[config.mk]
export PLATFORM = sky130hd
export DESIGN_NAME = pipelined_hybrid_adder_flat
export DESIGN_NICKNAME = d
export VERILOG_FILES = /design/src/rtl/pipelined_hybrid_adder_if.sv /design/src/rtl/pipelined_hybrid_adder.sv /design/src/flat_wrapper.sv
export SDC_FILE = /design/constraint.sdc
export NUM_CORES = 1
export LEC_CHECK = 0
export CAP_MARGIN = 20
export CORE_MARGIN = 2
export CORE_UTILIZATION = 56
export CTS_CLUSTER_SIZE = 8
export DETAILED_ROUTE_END_ITERATION = 6
export GPL_TIMING_DRIVEN = 0
export PLACE_DENSITY = 0.8
export SLEW_MARGIN = 40
export SYNTH_ARGS = -nofsm -noshare
export SYNTH_HDL_FRONTEND = slang
export SYNTH_SLANG_ARGS = --single-unit
[constraint.sdc]
create_clock -name clk -period 2 [get_ports clk]
set_input_delay 0.6 -clock clk [delete_from_list [all_inputs] [get_ports clk]]
set_output_delay 0.6 -clock clk [all_outputs]
set_load 0.05 [all_outputs]
[src/rtl/pipelined_hybrid_adder_if.sv]
// Operand/result bus of the pipelined hybrid adder.
// The adder is the slave; whoever feeds operands and takes results is the master.
interface pipelined_hybrid_adder_if #(
  parameter int WIDTH = 16
);
  logic             in_valid;
  logic             in_ready;
  logic [WIDTH-1:0] a;
  logic [WIDTH-1:0] b;
  logic             cin;
  logic             sub;
  logic             out_valid;
  logic             out_ready;
  logic [WIDTH-1:0] sum;
  logic             cout;
  logic             ovf;
  logic             zero;

  modport master (
    output in_valid, a, b, cin, sub, out_ready,
    input  in_ready, out_valid, sum, cout, ovf, zero
  );

  modport slave (
    input  in_valid, a, b, cin, sub, out_ready,
    output in_ready, out_valid, sum, cout, ovf, zero
  );
endinterface

[src/rtl/pipelined_hybrid_adder.sv]
// WIDTH-bit add/subtract computed one BLOCK-bit slice per pipeline stage,
// with registered inter-slice carries and a final flag/output register stage.
module pipelined_hybrid_adder #(
  parameter int WIDTH = 16,
  parameter int BLOCK = 4
) (
  input logic                   clk,
  input logic                   rst_n,
  pipelined_hybrid_adder_if.slave bus
);
  localparam int NBLK = WIDTH / BLOCK;

  // Handshake: a beat transfers on a rising edge where valid && ready. A result
  // held without out_ready freezes the whole pipe and drops in_ready.

  // Slice 0: explicit carry lookahead, each carry as a flat sum of products.
  function automatic logic [BLOCK:0] cla_slice(input logic [BLOCK-1:0] x,
                                               input logic [BLOCK-1:0] y,
                                               input logic ci);
    logic [BLOCK-1:0] g, p;
    logic [BLOCK:0]   c;
    logic             term;
    g = x & y;
    p = x ^ y;
    c = '0;
    c[0] = ci;
    for (int i = 0; i < BLOCK; i++) begin
      term = ci;
      for (int j = 0; j <= i; j++) term = term & p[j];
      c[i+1] = term;
      for (int j = 0; j <= i; j++) begin
        term = g[j];
        for (int m = j + 1; m <= i; m++) term = term & p[m];
        c[i+1] = c[i+1] | term;
      end
    end
    return {c[BLOCK], p ^ c[BLOCK-1:0]};
  endfunction

  // Upper slices: Kogge-Stone prefix tree with the carry-in folded into bit 0.
  function automatic logic [BLOCK:0] ksa_slice(input logic [BLOCK-1:0] x,
                                               input logic [BLOCK-1:0] y,
                                               input logic ci);
    logic [BLOCK-1:0] p, gg, pp, gn, pn;
    logic [BLOCK:0]   c;
    p  = x ^ y;
    gg = x & y;
    pp = p;
    gg[0] = gg[0] | (p[0] & ci);
    for (int d = 1; d < BLOCK; d = d * 2) begin
      gn = gg;
      pn = pp;
      for (int i = d; i < BLOCK; i++) begin
        gn[i] = gg[i] | (pp[i] & gg[i-d]);
        pn[i] = pp[i] & pp[i-d];
      end
      gg = gn;
      pp = pn;
    end
    c = {gg, ci};
    return {c[BLOCK], p ^ c[BLOCK-1:0]};
  endfunction

  logic [WIDTH-1:0] r_a [NBLK];
  logic [WIDTH-1:0] r_b [NBLK];
  logic [WIDTH-1:0] r_s [NBLK];
  logic             r_c [NBLK];
  logic             r_v [NBLK];
  logic             r_rdy;
  logic             r_out_vld;
  logic [WIDTH-1:0] r_sum;
  logic             r_cout;
  logic             r_ovf;
  logic             r_zero;

  logic [WIDTH-1:0] w_a_in [NBLK];
  logic [WIDTH-1:0] w_b_in [NBLK];
  logic [WIDTH-1:0] w_s_in [NBLK];
  logic [WIDTH-1:0] w_s_nxt [NBLK];
  logic             w_c_in [NBLK];
  logic             w_v_in [NBLK];
  logic [BLOCK:0]   w_add  [NBLK];
  logic             w_stall;

  assign w_stall = r_out_vld & ~bus.out_ready;

  always_comb begin
    w_a_in[0] = bus.a;
    w_b_in[0] = bus.sub ? ~bus.b : bus.b;
    w_c_in[0] = bus.sub | bus.cin;
    w_s_in[0] = '0;
    w_v_in[0] = bus.in_valid & r_rdy;
    for (int k = 1; k < NBLK; k++) begin
      w_a_in[k] = r_a[k-1];
      w_b_in[k] = r_b[k-1];
      w_c_in[k] = r_c[k-1];
      w_s_in[k] = r_s[k-1];
      w_v_in[k] = r_v[k-1];
    end
    for (int k = 0; k < NBLK; k++) begin
      if (k == 0) begin
        w_add[k] = cla_slice(w_a_in[k][k*BLOCK +: BLOCK], w_b_in[k][k*BLOCK +: BLOCK], w_c_in[k]);
      end else begin
        w_add[k] = ksa_slice(w_a_in[k][k*BLOCK +: BLOCK], w_b_in[k][k*BLOCK +: BLOCK], w_c_in[k]);
      end
      w_s_nxt[k] = w_s_in[k];
      w_s_nxt[k][k*BLOCK +: BLOCK] = w_add[k][BLOCK-1:0];
    end
  end

  always_ff @(posedge clk or negedge rst_n) begin
    if (!rst_n) begin
      for (int k = 0; k < NBLK; k++) begin
        r_a[k] <= '0;
        r_b[k] <= '0;
        r_s[k] <= '0;
        r_c[k] <= 1'b0;
        r_v[k] <= 1'b0;
      end
      r_rdy     <= 1'b0;
      r_out_vld <= 1'b0;
      r_sum     <= '0;
      r_cout    <= 1'b0;
      r_ovf     <= 1'b0;
      r_zero    <= 1'b0;
    end else begin
      r_rdy <= 1'b1;
      if (!w_stall) begin
        for (int k = 0; k < NBLK; k++) begin
          r_a[k] <= w_a_in[k];
          r_b[k] <= w_b_in[k];
          r_s[k] <= w_s_nxt[k];
          r_c[k] <= w_add[k][BLOCK];
          r_v[k] <= w_v_in[k];
        end
        // Flags are derived from the fully assembled last-stage word.
        r_out_vld <= r_v[NBLK-1];
        r_sum     <= r_s[NBLK-1];
        r_cout    <= r_c[NBLK-1];
        r_ovf     <= (r_a[NBLK-1][WIDTH-1] == r_b[NBLK-1][WIDTH-1]) &&
                     (r_s[NBLK-1][WIDTH-1] != r_a[NBLK-1][WIDTH-1]);
        r_zero    <= (r_s[NBLK-1] == '0);
      end
    end
  end

  assign bus.in_ready  = r_rdy & ~w_stall;
  assign bus.out_valid = r_out_vld;
  assign bus.sum       = r_sum;
  assign bus.cout      = r_cout;
  assign bus.ovf       = r_ovf;
  assign bus.zero      = r_zero;
endmodule

[src/flat_wrapper.sv]
// flat-port wrapper written by rule: the top's interface ports become plain ports
module pipelined_hybrid_adder_flat 
#(
  parameter int WIDTH = 16,
  parameter int BLOCK = 4
)
  (clk, rst_n, bus_in_valid, bus_a, bus_b, bus_cin, bus_sub, bus_out_ready, bus_in_ready, bus_out_valid, bus_sum, bus_cout, bus_ovf, bus_zero);
  pipelined_hybrid_adder_if #(.WIDTH(WIDTH)) bus_i ();
  input logic clk;
  input logic rst_n;
  input wire logic [$bits(bus_i.in_valid)-1:0] bus_in_valid;
  input wire logic [$bits(bus_i.a)-1:0] bus_a;
  input wire logic [$bits(bus_i.b)-1:0] bus_b;
  input wire logic [$bits(bus_i.cin)-1:0] bus_cin;
  input wire logic [$bits(bus_i.sub)-1:0] bus_sub;
  input wire logic [$bits(bus_i.out_ready)-1:0] bus_out_ready;
  output wire logic [$bits(bus_i.in_ready)-1:0] bus_in_ready;
  output wire logic [$bits(bus_i.out_valid)-1:0] bus_out_valid;
  output wire logic [$bits(bus_i.sum)-1:0] bus_sum;
  output wire logic [$bits(bus_i.cout)-1:0] bus_cout;
  output wire logic [$bits(bus_i.ovf)-1:0] bus_ovf;
  output wire logic [$bits(bus_i.zero)-1:0] bus_zero;
  assign bus_i.in_valid = bus_in_valid;
  assign bus_i.a = bus_a;
  assign bus_i.b = bus_b;
  assign bus_i.cin = bus_cin;
  assign bus_i.sub = bus_sub;
  assign bus_i.out_ready = bus_out_ready;
  assign bus_in_ready = bus_i.in_ready;
  assign bus_out_valid = bus_i.out_valid;
  assign bus_sum = bus_i.sum;
  assign bus_cout = bus_i.cout;
  assign bus_ovf = bus_i.ovf;
  assign bus_zero = bus_i.zero;
  pipelined_hybrid_adder #(.WIDTH(WIDTH), .BLOCK(BLOCK)) u_core (.clk(clk), .rst_n(rst_n), .bus(bus_i));
endmodule
==> impl_metrics.toml <==
[grt]
grt_max_degree = 77
first_global_vias = 3963
grt.total_usage_pct = 23.5
grt_pass1_wl_um = 18100
grt_overflow = 0
antenna_found_initial = 0

[cts]
cts.path.max_buffers = 2
h-tree-depth = 4
cts_buffers = 17
cts_tree = "yes"
clockRootBuffer = "clkbuf_8"
clk_pin_slew_ps = 50
clkLatencyLatePin_ps = 510
cts_sinks = 119

[drt]
drt_iter0_markers = 165
drc = 0
postRouteAntennaNets = 0
routedWlPerCell_um = 14.0
wl_um = 10700
drtPass1Iterations = 4
detail_route.vias_per_cell = 5.11
vias = 3890

[synthesis]
synth.ff_latch_count = 119
yosysWarnings = 0
synthFlopType = "dfrtp_1"
ys_async_sr_fraction_pct = 100
synthTopCellsByArea = "dfrtp_1 57%, nand2_1 20%, ha_1 3.4%, fa_1 2.7%, xnor2_1 2.5%"
syn_area_per_cell_um2 = 9.34
synth_area_um2 = 5220
synth_top_area_share_pct = 57.1
syn_nets = 618
synth_cell_types = 34
synthCells = 559
seq_area_frac_synth_pct = 57.1
synth-edff-count = 0
yosys.area.top_type = "dfrtp_1"

[finish]
fin_nets = 698
design_area_um2 = 6570
diodes = 0
area_delta_synth_final_pct = 25.9
drive_gt1_share_pct = 11.5

[critical_path]
worstReg2RegStart = "u_core.r_c[3]$_DFFE_PN0N_"
r2r_setup_slack_ps = 70
reg2reg_depth = 5
critical_path_peak_fanout = 2
critical_path.max_stage_delay_ps = 400
end_kind = "output pin"
endpoint = "bus_out_valid"
cp.arrival_ps = 1400
worst-endpoint-required_ps = 1400
crit_cells = 2
startpoint_type = "register"
cp-startpoint = "u_core.bus.out_valid$_DFFE_PN0N_"
path_buf_inv = 2
path_class = "reg2out"
worst_path_max_delay_cell = "dfrtp_1"
r2r_end = "u_core.r_c[2]$_DFFE_PN0N_"
cp_cell_sequence = "buf_4 -> clkdlybuf4s15_2"
cp_top_family = "buffers and inverters"

[die]
start_util_pct = 57.0
io_pins = 59
die_h_um = 101
coreArea_um2 = 9150
die_area_um2 = 10100
rows = 35
dieWidth_um = 101

[power_and_ir_drop]
clkPwrFrac_pct = 26.1
power.total_mw = 10.8
ir_drop_mv = 0.740
p_leak_nw = 3.35
intPower_mw = 6.72
sequentialPowerShare_pct = 38.5
swShare_pct = 37.6
p_switching_mw = 4.05
power.density_nw_per_um2 = 1640
comb_power_share_pct = 35.4

[timing]
slew_violations = 0
rsz0062_at_grt = "true"
period_minus_slack_ps = 2000
fin_crit_sh_pct = 100
fin_skew_ps = 5.83
setup_viol = 2
setup_ws_ps = -3.27
max_freq_ghz = 0.499
whs_ps = 392
hold_viol = 0

[place]
place_ws_ps = -1140
place.gp.congestion = 0.796
portBuffers = 57
dp_hpwl_um = 7320
place_area_um2 = 5980

[status]
violations = "negative setup slack"
outcome = "finished with violations"

[worst_hold_path]
hp-class = "in2reg"

[flow_run]
drv_cap = 0
## per-layer routing
| metal | global-route usage (%) | routed length (um) |
|---|---|---|
| met1 | 29.5 | 4560 |
| met2 | 39.6 | 5470 |
| met3 | 5.34 | 464 |
| met4 | 9.38 | 162 |
| met5 | 0 | 0 |
## kinds of logic after synthesis
kind of cell    after synthesis  synth area share, %
compound gates               43                 4.94
xor+xnor                     20                 3.36
simple gates                315                 23.9
fa+ha+maj                    21                 6.04
buf+inv                      37                 4.03
other cells                   1               0.0719
flops                       119                 57.1
mux                           3                0.575
## power groups by stage
stage | clock [mW] | combinational (mW) | sequential, mW
after floorplan | 0 | 2.14 | 4.64
after global placement | 0 | 3.69 | 4.11
after detailed placement | 0 | 3.83 | 4.16
after CTS | 2.84 | 3.78 | 4.15
after global routing | 2.95 | 4.27 | 4.28
final | 2.81 | 3.81 | 4.15
## what timing repair did
action	in CTS	in global routing
endpoints found under the setup margin	21	19
gates cloned	0	0
hold endpoints to repair	43	0
resized for setup	37	25
buffers inserted	0	3
pin swaps	0	0
hold buffers	1	0
## worst min path at each step
stage / startpoint / end / cells past startpoint
after CTS: bus_sub / u_core.r_b[52]$_DFFE_PN0N_ / 3
after global placement: u_core.bus.sum[2]$_DFFE_PN0N_ / u_core.bus.sum[2]$_DFFE_PN0N_ / 2
after floorplan: rst_n / u_core.bus.cout$_DFFE_PN0N_ / 0
final: bus_sub / u_core.r_b[52]$_DFFE_PN0N_ / 3
after global routing: bus_sub / u_core.r_b[56]$_DFFE_PN0N_ / 3
after detailed placement: u_core.bus.sum[14]$_DFFE_PN0N_ / u_core.bus.sum[14]$_DFFE_PN0N_ / 2
## through the flow
| stage | TNS (ps) | util [%] | cells |
|---|---|---|---|
| floorplan | -438 | - | 559 |
| global placement | -469700 | 65.0 | 727 |
| detailed placement | -2920 | 65.4 | 728 |
| CTS | -260 | 71.5 | 759 |
| global route | -54.9 | 71.8 | 761 |
| finish | -5.31 | 71.8 | 761 |
## layout by cell type, fill, tap and decap left out, types with 2 or more instances in the layout
cell type / count
fa_1: 7
clkdlybuf4s15_1: 14
buf_4: 5
clkbuf_8: 3
o21ai_1: 17
a21o_1: 4
inv_2: 3
xnor2_1: 15
a21oi_1: 12
clkbuf_2: 4
buf_2: 18
or4_1: 3
mux2i_1: 3
nand2_1: 285
clkinvlp_4: 3
buf_8: 3
nor4_1: 4
clkdlybuf4s15_2: 2
nor2_1: 6
bufinv_16: 2
clkbuf_1: 2
nand3_1: 4
nand2b_1: 2
ha_1: 13
o21a_1: 3
inv_1: 6
xor2_1: 5
clkdlybuf4s50_1: 34
nor3_1: 2
o2111ai_1: 3
clkbuf_16: 16
buf_6: 3
clkinv_2: 4
nor2b_1: 3
buf_12: 2
dfrtp_1: 119
## tightest hold or removal path: cells and delay by family
| kind | cells | cell delay [ps] |
|---|---|---|
| buf+inv | 1 | 100 |
| xor+xnor | 1 | 110 |
| compound gates | 1 | 50 |
## layout make-up
type                            count  area [um^2]
Timing Repair Buffer               62          622
Inverter                            9         33.8
Clock inverter                      9          103
Tap cell                          111          139
Buffer                             27          198
Multi-Input combinational cell    403         2050
Clock buffer                       21          449
Sequential cell                   119         2980
Fill cell                         660         2580
## flip-flops by register name, summed over array words and instances, names as in the netlist
name and count:
u_core.r_rdy 1, u_core.r_s 40, u_core.r_b 25, u_core.r_c 4, u_core.r_v 4, u_core.bus.out_valid 1
u_core.bus.zero 1, u_core.bus.sum 16, u_core.bus.ovf 1, u_core.r_a 25, u_core.bus.cout 1
## cells in the mapped netlist (all sizes together) (2+ instances only)
cell type / n
nor4: 4
xnor2: 15
o2111ai: 3
inv: 9
a21oi: 12
xor2: 5
buf: 28
a21o: 4
o21a: 3
nor2: 6
o31ai: 2
fa: 7
nand2b: 3
or4: 3
o21ai: 17
dfrtp: 119
nand2: 285
nor3: 2
ha: 14
nand3: 4
nor2b: 4
mux2i: 3
Power figures use the tool's default switching activity.
